File: src/rtl/control_unit.sv
// control_unit: microcoded T-state sequencer for the 8-bit computer; decodes opcode+step into the control word.
// Optional feature: define FLAGS_EN for FI on ADD/SUB and conditional jumps JC/JZ.
`default_nettype none

module control_unit (
  input  logic       clk,
  input  logic       rst,
  input  logic [3:0] opcode,
  input  logic       carry_flag,
  input  logic       zero_flag,
  output logic       HLT,
  output logic       MI,
  output logic       WE,
  output logic       RO,
  output logic       II,
  output logic       IO,
  output logic       AI,
  output logic       AO,
  output logic       BI,
  output logic       EO,
  output logic       SU,
  output logic       OI,
  output logic       CE,
  output logic       CO,
  output logic       J,
  output logic       FI,
  output logic [2:0] step
);

  typedef enum logic [2:0] {
    T0 = 3'd0,
    T1 = 3'd1,
    T2 = 3'd2,
    T3 = 3'd3,
    T4 = 3'd4
  } step_t;

  localparam logic [15:0] CW_HLT = 16'h8000;
  localparam logic [15:0] CW_MI  = 16'h4000;
  localparam logic [15:0] CW_WE  = 16'h2000;
  localparam logic [15:0] CW_RO  = 16'h1000;
  localparam logic [15:0] CW_II  = 16'h0800;
  localparam logic [15:0] CW_IO  = 16'h0400;
  localparam logic [15:0] CW_AI  = 16'h0200;
  localparam logic [15:0] CW_AO  = 16'h0100;
  localparam logic [15:0] CW_BI  = 16'h0080;
  localparam logic [15:0] CW_EO  = 16'h0040;
  localparam logic [15:0] CW_SU  = 16'h0020;
  localparam logic [15:0] CW_OI  = 16'h0010;
  localparam logic [15:0] CW_CE  = 16'h0008;
  localparam logic [15:0] CW_CO  = 16'h0004;
  localparam logic [15:0] CW_J   = 16'h0002;
  localparam logic [15:0] CW_FI  = 16'h0001;

  step_t       step_q, step_d;
  logic        halted_q, halted_d;
  logic [15:0] cw;
  logic        last;

`ifdef FLAGS_EN
  localparam logic [15:0] CW_ALU_END = CW_EO | CW_AI | CW_FI;
  localparam bit          COND_JUMPS = 1'b1;
`else
  localparam logic [15:0] CW_ALU_END = CW_EO | CW_AI;
  localparam bit          COND_JUMPS = 1'b0;
  logic unused_flags;
  assign unused_flags = carry_flag ^ zero_flag;
`endif

  // Opcodes with no execute microsteps finish at T1; opcode is only needed here for the next-state choice.
  function automatic logic no_execute(input logic [3:0] op);
    case (op)
      4'h1, 4'h2, 4'h3, 4'h4, 4'h5, 4'h6, 4'hE, 4'hF: no_execute = 1'b0;
      4'h7, 4'h8:                                     no_execute = !COND_JUMPS;
      default:                                        no_execute = 1'b1;
    endcase
  endfunction

  always_ff @(posedge clk) begin
    if (rst) begin
      step_q   <= T0;
      halted_q <= 1'b0;
    end else begin
      step_q   <= step_d;
      halted_q <= halted_d;
    end
  end

  always_comb begin
    cw       = '0;
    last     = 1'b0;
    step_d   = step_q;
    halted_d = halted_q;
    if (halted_q) begin
      cw = CW_HLT;
    end else begin
      case (step_q)
        T0: cw = CW_CO | CW_MI;
        T1: begin
          cw   = CW_RO | CW_II | CW_CE;
          last = no_execute(opcode);
        end
        default: begin
          case (opcode)
            4'h1: begin
              cw   = (step_q == T2) ? (CW_IO | CW_MI) : (CW_RO | CW_AI);
              last = (step_q == T3);
            end
            4'h2, 4'h3: begin
              case (step_q)
                T2:      cw = CW_IO | CW_MI;
                T3:      cw = CW_RO | CW_BI;
                default: cw = CW_ALU_END | ((opcode == 4'h3) ? CW_SU : 16'h0000);
              endcase
              last = (step_q == T4);
            end
            4'h4: begin
              cw   = (step_q == T2) ? (CW_IO | CW_MI) : (CW_AO | CW_WE);
              last = (step_q == T3);
            end
            4'h5: begin cw = CW_IO | CW_AI; last = 1'b1; end
            4'h6: begin cw = CW_IO | CW_J;  last = 1'b1; end
`ifdef FLAGS_EN
            4'h7: begin cw = carry_flag ? (CW_IO | CW_J) : 16'h0000; last = 1'b1; end
            4'h8: begin cw = zero_flag  ? (CW_IO | CW_J) : 16'h0000; last = 1'b1; end
`endif
            4'hE: begin cw = CW_AO | CW_OI; last = 1'b1; end
            4'hF: begin cw = CW_HLT;        last = 1'b1; end
            default: last = 1'b1;
          endcase
        end
      endcase

      if (step_q == T2 && opcode == 4'hF) begin
        halted_d = 1'b1;
      end else if (last) begin
        step_d = T0;
      end else begin
        step_d = step_t'(step_q + 3'd1);
      end
    end
  end

  // Reset masks every control line so nothing is loaded or written while rst is held.
  assign {HLT, MI, WE, RO, II, IO, AI, AO, BI, EO, SU, OI, CE, CO, J, FI} = rst ? 16'h0000 : cw;
  assign step = step_q;

endmodule

`default_nettype wire

File: config.mk
export PLATFORM = sky130hd
export DESIGN_NAME = control_unit
export DESIGN_NICKNAME = d
export VERILOG_FILES = /design/src/rtl/control_unit.sv
export SDC_FILE = /design/constraint.sdc
export NUM_CORES = 1
export LEC_CHECK = 0
export BUFFER_PORTS_ARGS = -buffer_cell sky130_fd_sc_hd__buf_4
export CAP_MARGIN = 15
export CORE_MARGIN = 1.5
export CORE_UTILIZATION = 35
export DETAILED_ROUTE_END_ITERATION = 8
export GPL_TIMING_DRIVEN = 0
export SLEW_MARGIN = 10
export SYNTH_ARGS = -nofsm -noshare
export SYNTH_HDL_FRONTEND = slang
export SYNTH_SLANG_ARGS = --single-unit
export TNS_END_PERCENT = 5
File: constraint.sdc
create_clock -name clk -period 2.4 [get_ports clk]
set_input_delay 0 -clock clk [delete_from_list [all_inputs] [get_ports clk]]
set_output_delay 0 -clock clk [all_outputs]
set_load 0.005 [all_outputs]
==> impl_metrics.ini <==
[run_status]
status = finished clean

[synth]
post_synth_main_area_contributors = dfxtp_1 (14%), ha_1 (11%), inv_1 (5.1%), a2111oi_4 (4.7%), nor2_1 (4.5%)
synth_area_per_cell_um2 = 7.721
synth_flop_cell = dfxtp_1
yosys_register_bits = 4
synth_largest_area_cell = dfxtp_1
synth_top_family_by_area = simple AND/OR/NAND/NOR gates
synth_top_area_share_pct = 13.65
synth_top_cells_by_count = inv_1 (8), nor2_1 (7), ha_1 (5)
post-synth-top-count-cell = inv_1
yosys.cell_types.count = 43
async_flop_share_pct = 0
synth_cells = 76
synth-simple-area-share_pct = 30.70
ys_seq_area_share_pct = 13.65
synth_compound_area_share_pct = 27.51
synth_mux_area_share_pct = 1.919
synth_edf_count = 0
yosysWarnings = 0
syn_area_um2 = 586.8
synthXorXnorAreaFrac_pct = 2.985
syn_nets = 89
synth-adder-area-share_pct = 10.66

[power_and_ir_drop]
fin_total_pwr_uw = 573.2
p_per_area_nw_per_um2 = 721.4
ir_worst_vdd_uv = 526.6
leakage_nw = 0.3731

[finish]
drive_gt1_share_pct = 35.64
num_antenna_cells = 0
area_growth_pct = 35.39
fin_nets = 116
finalNonFillerCells = 117
fill_cells = 161

[die]
io_pins = 27
die_w_um = 43.95
die-area_um2 = 1931
rows = 14
fp.dieH_um = 43.95
initial_core_util_pct = 38.07
core-area_um2 = 1541

[placement]
preCtsSetupSlack_ps = 411.6
port_buffers = 22
dp_cells = 114
dp_hpwl_um = 1045
gp_congestion = 0.7689

[clocking]
cts.sinks = 4
insertion_delay_ps = 230
clockBufferDepth = 2
clockRootBuffer = clkbuf_4
clk_pin_slew_worst_paths_ps = 40
ctsResizeCount = 0
ctsHoldBuffers = 0
cts_setup_buffers = 0
htree_levels = 1
cts_tree = yes
cts_buffers = 3

[detailed_routing]
ant_nets = 0
initialDrtViolationCount = 5
wl_um = 1285
drtPass1Iterations = 4
routed_via_density = 5.077
wl_per_cell_um = 10.98
dr_wl_met2_um = 595
via_count = 594
met3WireLength_um = 62
top_layer_used = met4
wl_met1_um = 611
drc = 0

[critical_path]
crit_fanout = 5
worstSetupStartpointType = flop
path_class = flop to primary output
cp.arrival_ps = 2090
end_kind = primary output
r2r_slack_ps = 420
cp.required_ps = 2400

[global_routing]
grt_usage_pct = 14.58
antenna_found_initial = 0
gr-total-overflow = 0
grt_pass1_wl_um = 2173
grt_pass1_vias = 517
grt_max_degree = 11

[sta]
finalHoldViolations = 0
fin_skew_ps = 1.771
whs_ps = 87.72
rsz0062_at_grt = no
finalMaxSlewViolations = 0
min_period_ps = 2090
tns_ps = 0
fmax_mhz = 478.4
fin_crit_sh_pct = 87.10
setup_viol = 0
fin_ws_ps = 309.6

[job]
cap_violations = 0

[hold_path]
hold_class = input port to flop
[cell usage in the layout, fill, tap and decap left out, types with 2 or more instances in the layout]
cell type and count:
buf_4 24, o21ai_0 2, clkbuf_4 3, ha_1 5
inv_1 8, nor2_1 7, and2_1 2, nor2b_1 2
xnor2_1 2, nor3_1 4, nor3b_1 2, nand3_1 3
nand2_1 2, dfxtp_1 4, buf_2 2
[logic make-up after synthesis]
| kind of cell | Yosys count |
|---|---|
| and+or+nand+nor | 32 |
| DFF | 4 |
| buffers and inverters | 14 |
| muxes | 1 |
| AOI/OAI and AO/OA | 17 |
| other | 1 |
| xor gates and xnor gates | 2 |
| adders and majority gates | 5 |
[worst max-delay path: stages (launching register included)]
cell and delay, ps:
dfxtp_1 390, inv_1 90, ha_1 230, o21bai_1 320
nand3_1 240, a2111oi_0 410, buf_4 180
[per-stage QoR]
stage	utilization, %	cell area [um^2]
4_1_cts	51.54	794.5
3_5_place_dp	50.08	772.0
6_report	51.54	794.5
3_3_place_gp	50.08	772.0
5_1_grt	51.54	794.5
2_1_floorplan	-	586.8
[final timing paths]
kind,from,endpoint,cells past startpoint
worst max-delay path,step[0],IO,6
worst min-delay path,rst,halted_q,3
worst max register to register,step[0],step[1],6
worst min register to register,step[1],step[1],1
[flip-flops by register name, summed over array words and instances (netlist names)]
signal and count:
halted_q 1, step 3
[layer usage]
layer  vias up  global-route usage [%]
met5         -                       0
met2        15                   24.71
met1       256                   19.75
li1        321                       -
met3         2                       0
met4         0                   5.455
[power breakdown]
group | switching [mW] | total, mW | leakage [nW] | internal, mW
Sequential | 0.0239 | 0.110 | 0.0327 | 0.0859
Clock | 0.0246 | 0.0803 | 0.0138 | 0.0557
Combinational | 0.185 | 0.383 | 0.327 | 0.199
Total | 0.233 | 0.573 | 0.373 | 0.340
[area by class of cell]
type	count	area [um^2]	area share, %
multi-input cells	58	436.7	54.96
repair buffers	22	165.2	20.79
flip-flops and latches	4	80.08	10.08
plain buffers	6	40.04	5.039
inverters	8	30.03	3.780
clock buffers	3	22.52	2.835
well taps	16	20.02	2.520
(Power assumes the default switching activity.)
